### src/rtl/keypad_row_scan.sv
// Row-scanning keypad controller for a 4x4 matrix.
// Drives one row at a time and samples the synchronized column returns at the end of each row dwell.
// A key is accepted after DEBOUNCE_SCANS identical single-key sweeps, and key_valid pulses once per press.
module keypad_row_scan #(
    parameter int unsigned SCAN_TICKS     = 1000,
    parameter int unsigned DEBOUNCE_SCANS = 4
) (
    input  logic       clk,
    input  logic       rst_n,
    input  logic [3:0] col_in,
    output logic [3:0] row_out,
    output logic [3:0] key_row,
    output logic [3:0] key_col,
    output logic       key_valid,
    output logic       error
);

    localparam int unsigned TICK_W = 16;
    localparam int unsigned CNT_W  = 4;
    localparam logic [TICK_W-1:0] TICK_LAST  = TICK_W'(SCAN_TICKS - 1);
    localparam logic [CNT_W-1:0]  DEB_TARGET = CNT_W'(DEBOUNCE_SCANS);

    localparam logic [1:0] IDLE     = 2'b00;
    localparam logic [1:0] DEBOUNCE = 2'b01;
    localparam logic [1:0] HELD     = 2'b10;

    logic [3:0]        col_m;
    logic [3:0]        col_s;
    logic [TICK_W-1:0] tick;
    logic [3:0][3:0]   hit;

    logic [1:0]       state;
    logic [1:0]       state_d;
    logic [3:0]       cand_row;
    logic [3:0]       cand_row_d;
    logic [3:0]       cand_col;
    logic [3:0]       cand_col_d;
    logic [CNT_W-1:0] cnt;
    logic [CNT_W-1:0] cnt_d;
    logic [3:0]       key_row_d;
    logic [3:0]       key_col_d;
    logic             key_valid_d;
    logic             error_d;

    logic             sample_c;
    logic             sweep_end_c;
    logic [3:0][3:0]  pat_c;
    logic [2:0]       nz_rows_c;
    logic [3:0]       sgl_row_c;
    logic [3:0]       sgl_col_c;
    logic             none_c;
    logic             single_c;
    logic [CNT_W-1:0] cnt_inc_c;

    // Two-flop synchronizer for the asynchronous column returns
    always_ff @(posedge clk or negedge rst_n) begin
        if (!rst_n) begin
            col_m <= '0;
            col_s <= '0;
        end else begin
            col_m <= col_in;
            col_s <= col_m;
        end
    end

    assign sample_c    = (tick == TICK_LAST);
    assign sweep_end_c = sample_c && row_out[3];

    // Row dwell counter, row rotation and per-row hit capture
    always_ff @(posedge clk or negedge rst_n) begin
        if (!rst_n) begin
            tick    <= '0;
            row_out <= 4'b0001;
            hit     <= '0;
        end else if (sample_c) begin
            tick    <= '0;
            row_out <= {row_out[2:0], row_out[3]};
            for (int i = 0; i < 4; i++) begin
                if (row_out[i]) begin
                    hit[i] <= col_s;
                end
            end
        end else begin
            tick <= tick + TICK_W'(1);
        end
    end

    // Sweep classification; the last row's pattern is taken live from col_s at sweep end
    always_comb begin
        pat_c     = hit;
        nz_rows_c = '0;
        sgl_row_c = '0;
        sgl_col_c = '0;
        for (int i = 0; i < 4; i++) begin
            if (row_out[i]) begin
                pat_c[i] = col_s;
            end
            if (pat_c[i] != 4'b0000) begin
                nz_rows_c    = nz_rows_c + 3'd1;
                sgl_row_c[i] = 1'b1;
                sgl_col_c    = pat_c[i];
            end
        end
        none_c   = (nz_rows_c == 3'd0);
        single_c = (nz_rows_c == 3'd1) && $onehot(sgl_col_c);
    end

    assign cnt_inc_c = cnt + CNT_W'(1);

    // Debounce FSM: next state and next registered outputs
    always_comb begin
        state_d     = state;
        cand_row_d  = cand_row;
        cand_col_d  = cand_col;
        cnt_d       = cnt;
        key_row_d   = key_row;
        key_col_d   = key_col;
        key_valid_d = 1'b0;
        error_d     = error;
        if (sweep_end_c) begin
            error_d = !none_c && !single_c;
            case (state)
                IDLE: begin
                    if (single_c) begin
                        cand_row_d = sgl_row_c;
                        cand_col_d = sgl_col_c;
                        cnt_d      = CNT_W'(1);
                        if (DEB_TARGET == CNT_W'(1)) begin
                            state_d     = HELD;
                            key_row_d   = sgl_row_c;
                            key_col_d   = sgl_col_c;
                            key_valid_d = 1'b1;
                        end else begin
                            state_d = DEBOUNCE;
                        end
                    end
                end
                DEBOUNCE: begin
                    if (!single_c) begin
                        state_d = IDLE;
                    end else if (sgl_row_c == cand_row && sgl_col_c == cand_col) begin
                        cnt_d = cnt_inc_c;
                        if (cnt_inc_c == DEB_TARGET) begin
                            state_d     = HELD;
                            key_row_d   = cand_row;
                            key_col_d   = cand_col;
                            key_valid_d = 1'b1;
                        end
                    end else begin
                        cand_row_d = sgl_row_c;
                        cand_col_d = sgl_col_c;
                        cnt_d      = CNT_W'(1);
                    end
                end
                HELD: begin
                    if (none_c) begin
                        state_d = IDLE;
                    end
                end
                default: begin
                    state_d = IDLE;
                end
            endcase
        end
    end

    // FSM state and output registers
    always_ff @(posedge clk or negedge rst_n) begin
        if (!rst_n) begin
            state     <= IDLE;
            cand_row  <= '0;
            cand_col  <= '0;
            cnt       <= '0;
            key_row   <= '0;
            key_col   <= '0;
            key_valid <= 1'b0;
            error     <= 1'b0;
        end else begin
            state     <= state_d;
            cand_row  <= cand_row_d;
            cand_col  <= cand_col_d;
            cnt       <= cnt_d;
            key_row   <= key_row_d;
            key_col   <= key_col_d;
            key_valid <= key_valid_d;
            error     <= error_d;
        end
    end

endmodule

### config.mk
export PLATFORM = sky130hd
export DESIGN_NAME = keypad_row_scan
export DESIGN_NICKNAME = d
export VERILOG_FILES = /design/src/rtl/keypad_row_scan.sv
export SDC_FILE = /design/constraint.sdc
export NUM_CORES = 1
export LEC_CHECK = 0
export ABC_AREA = 1
export ABC_CLOCK_PERIOD_IN_PS = 3600
export CORE_ASPECT_RATIO = 1.25
export CORE_MARGIN = 2
export CORE_UTILIZATION = 45
export CTS_CLUSTER_DIAMETER = 80
export DETAILED_ROUTE_END_ITERATION = 12
export PLACE_DENSITY = 0.72
export SYNTH_ARGS = -nofsm -noshare
export SYNTH_HDL_FRONTEND = slang
export SYNTH_SLANG_ARGS = --single-unit
### constraint.sdc
create_clock -name clk -period 3.6 [get_ports clk]
set_clock_uncertainty 0.2 [all_clocks]
set_input_delay 0.72 -clock clk [delete_from_list [all_inputs] [get_ports clk]]
set_output_delay 0.72 -clock clk [all_outputs]
set_load 0.01 [all_outputs]
After elaboration in Yosys (flattened, before gate mapping)
Cells that the tools add are included.
- register bits after elaboration: 68
- logic and storage cells: 95
- input port bits: 6
- output and inout bits: 14
- eq/ne operators: 14
- reduce and logical (&&, ||, !) cells: 17
- muxes and demuxes: 40
- add/sub/neg operators: 8
- operators by type and width (kind ; number):
    $mux W4 ; 17
    $pmux W4 S2 ; 3
    $add A16 B1 Y16 const B ; 1
    $eq A16 B10 Y1 const B ; 1
    $mux W16 ; 1
    $reduce_bool A4 Y1 ; 4
    $reduce_and A5 Y1 ; 3
    $mux W1 ; 10
    $mux W2 ; 5
    $add A3 B1 Y3 const B ; 3
    $mux W3 ; 3
    $eq A4 B4 Y1 ; 2
    $ne A2 B2 Y1 const B ; 4
    $eq A3 B1 Y1 const B ; 2
    $ne A3 B3 Y1 const B ; 2
    $pmux W2 S3 ; 1
    $add A1 B1 Y2 ; 2
    $add A4 B1 Y4 const B ; 1
    $eq A4 B3 Y1 const B ; 1
    $logic_and A1 B1 Y1 ; 4
    $reduce_and A4 Y1 ; 1
    $add A2 B2 Y3 ; 1
    $logic_not A3 Y1 ; 1
    $eq A2 B1 Y1 const B ; 1
    other kinds (4) ; 5

Logic depth before layout (Yosys ltp)
Gate-level depths: netlist of the first run.
- word-level depth: 14
- gate-level depth with buffers: 25
- depth with buffers taken out: 25

Worst setup path before layout of the first run
Ideal clock, no wire load.
- kind: register -> register
- from: reg row_out[0]
- to: reg key_row[0]
- required time: 3.283 ns
- setup slack: 0.097 ns
- stages on the path, launching flop included: 24
- library setup time: 0.117 ns
- clock period less this slack: 3.503 ns
- path buffers: 2
- arrival: 3.186 ns
- cell sequence: dfstp_2 -> buf_2 -> o21ai_1 -> inv_1 -> nand3_1 -> nand2_1 -> nand2_1 -> nand2_1 -> nand2_1 -> nand2_1 -> inv_1 -> fa_1 -> inv_1 -> ha_1 -> ha_1 -> nor2_1 -> nand2_1 -> nor2_2 -> nand3_2 -> nor3_4 -> nand2_2 -> buf_6 -> nand2_1 -> nand2_1
- word-level cells in the longest chain between the ends: 12
- elaborated cells between the ends (all ways): 24
- classes of those cells: add/sub: 6; eq/ne: 4; mux: 10; reduce/logical: 4
- ends and longest elaborated chain (what ; line ; source):
    from (decl) ; 11 ; output logic [3:0] row_out,
    from (signal assigned) ; 77 ; row_out <= {row_out[2:0], row_out[3]};
    $mux W4 * ; n/a ;
    $reduce_bool A4 Y1 ; 98 ; if (pat_c[i] != 4'b0000) begin
    $mux W1 ; 98 ;
    $add A3 B1 Y3 ; 99 ; nz_rows_c = nz_rows_c + 3'd1;
    $mux W3 ; 98 ;
    $add A3 B1 Y3 ; 99 ;
    $mux W3 ; 98 ;
    $add A3 B1 Y3 ; 99 ;
    $mux W3 ; 98 ;
    $eq A3 B1 Y1 ; 105 ; single_c = (nz_rows_c == 3'd1) && $onehot(sgl_col_c);
    $logic_and A1 B1 Y1 ; 105 ;
    $reduce_and A5 Y1 (no line) * ; n/a ;
    to (signal assigned) ; 183 ; key_row <= key_row_d;
    to (decl) ; 12 ; output logic [3:0] key_row,
Every way passes the cells marked *; elsewhere a longest branch is shown, timed or not.
A chain may end at the register's enable or synchronous reset.

Final worst setup path of the first run
- from: reg row_out[2]
- to: reg cnt[0]
- word-level cells in the longest chain between the ends: 10
- elaborated cells between the ends (all ways): 23
- classes of those cells: add/sub: 4; eq/ne: 6; mux: 9; reduce/logical: 4
- ends and longest elaborated chain (what ; line ; source):
    $mux W4 * ; n/a ;
    $reduce_bool A4 Y1 ; 98 ;
    $mux W4 (2 in a row) ; 98 ;
    $add A1 B1 Y2 (not written as such) ; 105 ;
    $add A2 B2 Y3 (not written as such) ; 105 ;
    $eq A3 B1 Y1 ; 105 ;
    $logic_and A1 B1 Y1 ; 105 ;
    $ne A2 B2 Y1 (no line) ; n/a ;
    $reduce_and A4 Y1 (no line) ; n/a ;
    to (signal assigned) ; 182 ; cnt <= cnt_d;
    to (decl) ; 38 ; logic [CNT_W-1:0] cnt;
Every way passes the cells marked *; elsewhere a longest branch is shown, timed or not. The select of a mux whose other input is x is not followed.

==> results of run 1 <==
## cell type report
cell class	instances	share of cell area (%)
inverter	70	6.01
clock buffer	15	4.04
clock inverter	1	0.687
sequential	68	39.0
timing repair inverter	1	0.172
tap	95	2.72
multi-input combinational	307	38.2
timing repair buffer	46	9.19
## how the worst max path moves through the flow
stage,slack (ns),depth (start not counted),from,to
final,0.12,23,row_out[2]$_DFFE_PN0N_,cnt[0]$_DFFE_PN0P_
after global placement,0.1,23,row_out[1]$_DFFE_PN0N_,key_col[1]$_DFFE_PN0P_
after detailed placement,-0.07,19,row_out[3]$_DFFE_PN0N_,key_col[0]$_DFFE_PN0P_
after floorplan,0.1,23,row_out[0]$_DFFE_PN1N_,key_row[0]$_DFFE_PN0P_
after CTS,0.02,22,row_out[2]$_DFFE_PN0N_,cand_row[3]$_DFFE_PN0P_
after global routing,-0.07,25,row_out[2]$_DFFE_PN0N_,state[1]$_DFFE_PN0P_
## stage by stage
stage	total power [uW]	TNS (ns)	std cells	setup WS [ns]	hold slack (ns)
2_1_floorplan	786	0	453	0.0972	0.131
3_3_place_gp	811	0	575	0.0950	0.131
3_5_place_dp	811	-0.453	575	-0.0736	0.135
4_1_cts	1470	0	591	0.0244	0.150
5_1_grt	1500	-1.03	603	-0.0744	0.156
6_report	1450	0	603	0.120	0.148
## kinds of logic (layout without fill, tap and decap cells)
logic type	Yosys count	count (layout)	synth area share, %
compound gates	55	55	8.86
xor+xnor	11	11	2.70
fa+ha+maj	8	8	3.01
buf+inv	78	133	8.86
flops	68	68	47.6
simple gates	233	233	28.9
## cells in the mapped netlist (all sizes together)
cell | n | area [um2]
a21oi | 4 | 20.0
o221a | 1 | 11.3
o21ai | 46 | 256
dfstp | 1 | 26.3
buf | 4 | 38.8
fa | 1 | 20.0
nor2 | 47 | 230
nand3b | 3 | 22.5
nor3 | 5 | 36.3
nor4 | 3 | 18.8
nand3 | 22 | 115
clkinv | 2 | 7.51
ha | 7 | 87.6
nand2 | 147 | 574
inv | 68 | 255
clkbuf | 4 | 15.0
xor2 | 6 | 52.6
nand4 | 6 | 37.5
xnor2 | 5 | 43.8
o22ai | 1 | 6.26
dfrtp | 67 | 1680
o21a | 2 | 15.0
o21bai | 1 | 7.51
## critical path, stage by stage (launching register included)
cell and delay, ns:
dfrtp_2 0.43, clkinvlp_4 0.15, nand2_2 0.08, o21ai_2 0.05, nor2_1 0.13, nand2_2 0.07, inv_2 0.07, nand2_1 0.05
nand2_1 0.07, nand2_2 0.06, nand2_2 0.08, inv_2 0.05, fa_1 0.55, inv_2 0.05, ha_4 0.16, ha_4 0.24
nor2_4 0.08, nand2_2 0.07, nor2_4 0.11, nand3_4 0.10, nor2_4 0.25, buf_6 0.14, xnor2_2 0.09, nand2_1 0.06
## power by group through the flow
stage	sequential [uW]	clock [uW]	combinational, uW
after floorplan	785	0	1.71
after global placement	785	0	26.1
after detailed placement	785	0	26.3
after CTS	770	673	26.2
after global routing	770	704	29.6
final	770	657	25.3
## what timing repair did
item,4_1_cts,5_1_grt
pin swaps,0,15
buffers inserted,0,11
resized for setup,3,36
setup endpoints to repair,13,23
cloned,0,1
## routing by layer
layer,routed length (um),vias up
met5,0,-
met4,272,0
met3,165,20
met2,3600,44
met1,3290,1410
li1,-,1508
## registers in the layout, indices dropped and copies added (netlist names)
| signal | cells |
|---|---|
| col_m | 4 |
| key_col | 4 |
| cand_row | 4 |
| state | 2 |
| key_valid | 1 |
| col_s | 4 |
| tick | 16 |
| cnt | 4 |
| error | 1 |
| cand_col | 4 |
| key_row | 4 |
| row_out | 4 |
| hit | 16 |
==> out/summary.txt, run 1 <==
DR vias/cell -> 4.95
Mean Syn Cell Area -> 7.89 um2
Sequential fraction of the synthesis area -> 47.6%
Post-layout instance area -> 4370 um2
Met2 Use GR -> 29.5%
Clock sinks -> 68
Yosys reg bits -> 68
Status -> complete, no violations
Final min period -> 3.48 ns
Cell Rows -> 36
Grt met1 use -> 20.9%
DIE WIDTH -> 83.7 um
Die area -> 8680 um2
Gpl congestion -> 0.872
Worst R2R Start -> row_out[2]$_DFFE_PN0N_
IO Pins -> 20
Sequential Power Share -> 53.0%
Core area -> 7750 um2
Initial antenna violation count -> 0
Util after Layout -> 56.4%
Post-Synthesis Cells -> 453
Via count -> 2,982
Data required time of the worst path -> 3.64 ns
Register area -> 1710 um2
Gate power share -> 1.7%
CTS Buf Count -> 9
WL/cell -> 12.1 um
Root Buffer -> clkbuf_8
Internal -> 1150 uW
Placed Area -> 3960 um2
Fin crit share -> 96.7%
Clock buffer depth -> 2
Commonest non-fill, non-tap cell in the layout -> nand2_1
Max H-tree Level -> 3
Post-detail-place hpwl -> 5220 um
Sw frac -> 20.6%
# DRC -> 0
Busiest grt layer -> met2
FF-to-FF setup slack -> 0.12 ns
DRT Pass-1 Iters -> 4
Hold path start -> col_m[0]$_DFF_PN0_
Post-Syn Area -> 3570 um2
Critical path class -> reg -> reg
Grt met3 use -> 2.55%
Achievable frequency -> 0.287 GHz
Chip Height -> 104 um
Leak -> 0.00220 uW
Worst-skew pair later-pin latency -> 0.35 ns
Crit-path max FO -> 4
Filler instances -> 704
Hold EP -> col_s[0]$_DFF_PN0_
Setup crit start kind -> register
YS warnings -> 0
Final Max Tran Viols -> 0
R2R cell count -> 23
Largest net degree at the start of global routing -> 41
Pwr Density -> 332 nW/um2
Global-route wire length before repair -> 12,300 um
Sw Pwr -> 299 uW
Most frequent cells in the layout -> 130 x nand2_1, 64 x dfrtp_1, 57 x inv_1
Worst Setup End Kind -> register
Clock power frac -> 45.2%
Fin. Hold Viols -> 0
TritonCTS clock tree -> yes
Peak VDD IR -> 0.000214 V
Initial detailed-routing violation count -> 83
Multi-input logic area -> 1670 um2
Worst EP arrival -> 3.52 ns
P&R area growth vs syn -> 22.3%
Vias in the first global route -> 2,861
Initial core utilization -> 46.1%
Final wirelength -> 7320 um
Hold Buf Count CTS -> 0
Syn_nets -> 467
Final net count -> 517
Slew @ Worst Pin -> 0.717 ns
Max cap viols -> 0
Synth unique cells -> 34
GRT overflow -> 0
WHS Path Cells -> 0
Tot GR Track Use -> 17.6%
RSZ-0062 raised after global routing -> yes
Setup violators final -> 0
Antenna diodes -> 0
Worst min-delay path category -> reg -> reg
Rel. slew slack -> 52.2%
Share of cells above drive strength 1 -> 20.1%
Clock-pin slew on the worst setup and hold paths -> 0.07 ns
Final ANT Viol Nets -> 0
Reg2reg end -> cnt[0]$_DFFE_PN0P_
Buffers on Ports -> 19
(Power assumes the default switching activity.)
==> run 2: changes to the inputs <==
Settings changed: ABC_CLOCK_PERIOD_IN_PS 3600 to 3100, CTS_BUF_LIST set to sky130_fd_sc_hd__clkbuf_2 sky130_fd_sc_hd__clkbuf_4 sky130_fd_sc_hd__clkbuf_8, PLACE_DENSITY 0.72 to 0.66.
Clock period 3.6 ns to 3.1 ns, I/O delays scaled along.
==> out/summary.txt, run 2 (synthesis gave the netlist of run 1 again) <==
Clock sinks -> 68 (unchanged)
GRT overflow -> 0 (unchanged)
Final min period -> 3.51 ns (+0.0273 ns)
Clock buffer depth -> 2 (unchanged)
Tot GR Track Use -> 19.0% (+1.4 points)
DRT Pass-1 Iters -> 4 (unchanged)
Data required time of the worst path -> 3.15 ns (-0.49 ns)
Cell Rows -> 36 (unchanged)
Fin crit share -> 113% (+16 points)
Buffers on Ports -> 19 (unchanged)
Worst Setup End Kind -> register
IO Pins -> 20 (unchanged)
Initial core utilization -> 46.1% (unchanged)
Most frequent cells in the layout -> 111 x nand2_1, 66 x dfrtp_1, 55 x inv_1, 55 x buf_4, 36 x nor2_1
Commonest non-fill, non-tap cell in the layout -> nand2_1
R2R cell count -> 23 (unchanged)
Max H-tree Level -> 3 (unchanged)
Leak -> 0.00241 uW (+9.7%)
Gpl congestion -> 0.859 (-1.5%)
Rel. slew slack -> 59.1% (+6.9 points)
WL/cell -> 12.9 um (+6.0%)
P&R area growth vs syn -> 33.9%
Hold WS -> 0.0768 ns (-0.0712 ns)
Share of cells above drive strength 1 -> 31.4% (+11 points)
Global-route wire length before repair -> 13,200 um (+7.2%)
Worst EP arrival -> 3.55 ns (+0.03 ns)
TritonCTS clock tree -> yes
Total power -> 1640 uW (+13%)
Setup crit start kind -> register
Via count -> 3,159 (+5.9%)
CTS Buf Count -> 9 (unchanged)
Vias in the first global route -> 3,006 (+5.1%)
Peak VDD IR -> 0.000257 V (+20%)
Core area -> 7750 um2 (unchanged)
Chip Height -> 104 um (unchanged)
Worst min-delay path category -> in -> async
Die area -> 8680 um2 (unchanged)
Largest net degree at the start of global routing -> 44 (+7.3%)
Top Registers -> hit: 16 flops, tick: 16 flops
Fin. Hold Viols -> 0 (unchanged)
Antenna diodes -> 0 (unchanged)
Failing checks -> setup timing
Initial antenna violation count -> 0 (unchanged)
Hold Buf Count CTS -> 0 (unchanged)
Root Buffer -> clkbuf_8
Final Max Tran Viols -> 0 (unchanged)
DIE WIDTH -> 83.7 um (unchanged)
Setup violators final -> 24 (+24)
Worst-skew pair later-pin latency -> 0.35 ns (about the same)
Clock-pin slew on the worst setup and hold paths -> 0.07 ns (about the same)
Crit-path max FO -> 7 (+3)
Achievable frequency -> 0.285 GHz (-0.78%)
Status -> finished, violations left
Final net count -> 554 (+7.2%)
Slew @ Worst Pin -> 0.614 ns (-0.103 ns)
Critical path class -> reg -> reg
# DRC -> 0 (unchanged)
Post-detail-place hpwl -> 5490 um (+5.2%)
RSZ-0062 raised after global routing -> yes
Initial detailed-routing violation count -> 172 (+110%)
Filler instances -> 667 (-5.3%)
Final WS setup -> -0.407 ns (-0.527 ns)
Final ANT Viol Nets -> 0 (unchanged)
Pwr Density -> 343 nW/um2 (+3.2%)
Max cap viols -> 0 (unchanged)
DR vias/cell -> 4.94 (-0.19%)
Final wirelength -> 8240 um (+13%)
==> run 2: layout make-up <==
cell class | instances | area (um2) | share of cell area [%]
timing repair buffer | 83 | 712 | 14.9
tap | 95 | 119 | 2.48
inverter | 70 | 270 | 5.65
sequential | 68 | 1700 | 35.6
clock inverter | 1 | 5.00 | 0.105
multi-input combinational | 308 | 1790 | 37.4
clock buffer | 15 | 188 | 3.92
==> run 2: timing repair <==
| item | CTS | global route |
|---|---|---|
| setup buffers | 10 | 11 |
| gates resized for setup | 15 | 55 |
| pin swaps | 3 | 17 |
| endpoints found under the setup margin | 24 | 24 |
| cloned | 1 | 0 |
==> run 2: per-layer routing <==
| metal | vias up | track usage (%) | wire length (um) |
|---|---|---|---|
| li1 | 1592 | - | - |
| met1 | 1499 | 22.0 | 3460 |
| met2 | 54 | 33.9 | 4370 |
| met3 | 14 | 4.06 | 249 |
| met4 | 0 | 7.60 | 166 |
| met5 | - | 0 | 0 |
==> run 2: path summary, 6_finish.rpt <==
path	from	slack (ns)	endpoint
worst max register to register	row_out[1]$_DFFE_PN0N_	-0.41	key_col[0]$_DFFE_PN0P_
min in group clk	col_m[0]$_DFF_PN0_	0.15	col_s[0]$_DFF_PN0_
worst min register to register	col_m[0]$_DFF_PN0_	0.15	col_s[0]$_DFF_PN0_
worst max-delay path	row_out[1]$_DFFE_PN0N_	-0.41	key_col[0]$_DFFE_PN0P_
max in group asynchronous	rst_n	1.98	key_row[3]$_DFFE_PN0P_
worst min-delay path	rst_n	0.08	row_out[1]$_DFFE_PN0N_
==> run 2: report_power, final <==
group	switching [uW]	total (uW)	internal, uW
combinational	21.4	30.2	8.79
clock	333	716	383
sequential	2.56	895	892
==> run 2: worst max-delay path, stage by stage, from the launching register on <==
cell and delay, ns:
dfrtp_2 0.44, inv_4 0.07, nand2_2 0.07, nand2_2 0.08, nor2_4 0.14, nand3_2 0.08, nand2_1 0.06, nand2_1 0.04
nand2_1 0.07, nand2_2 0.07, nand2_2 0.07, inv_2 0.05, fa_1 0.52, inv_1 0.04, ha_2 0.17, ha_4 0.20
nor2_1 0.08, nand2_1 0.07, nor2_2 0.12, nand3_2 0.15, nor3_4 0.31, nand2_4 0.15, nand2_1 0.10, o21ai_2 0.05
==> run 2: per-stage QoR <==
step           util (%)  area (um2)  TNS (ns)  setup slack, ns  std cells
3_5_place_dp       54.4        4210     -6.56           -0.385        603
4_1_cts            58.5        4530     -5.49           -0.292        630
3_3_place_gp       54.4        4210     -5.44           -0.320        603
2_1_floorplan         -        3620     -4.83           -0.335        453
5_1_grt            61.8        4790    -13.83           -0.651        640
6_report           61.8        4790     -8.38           -0.407        640
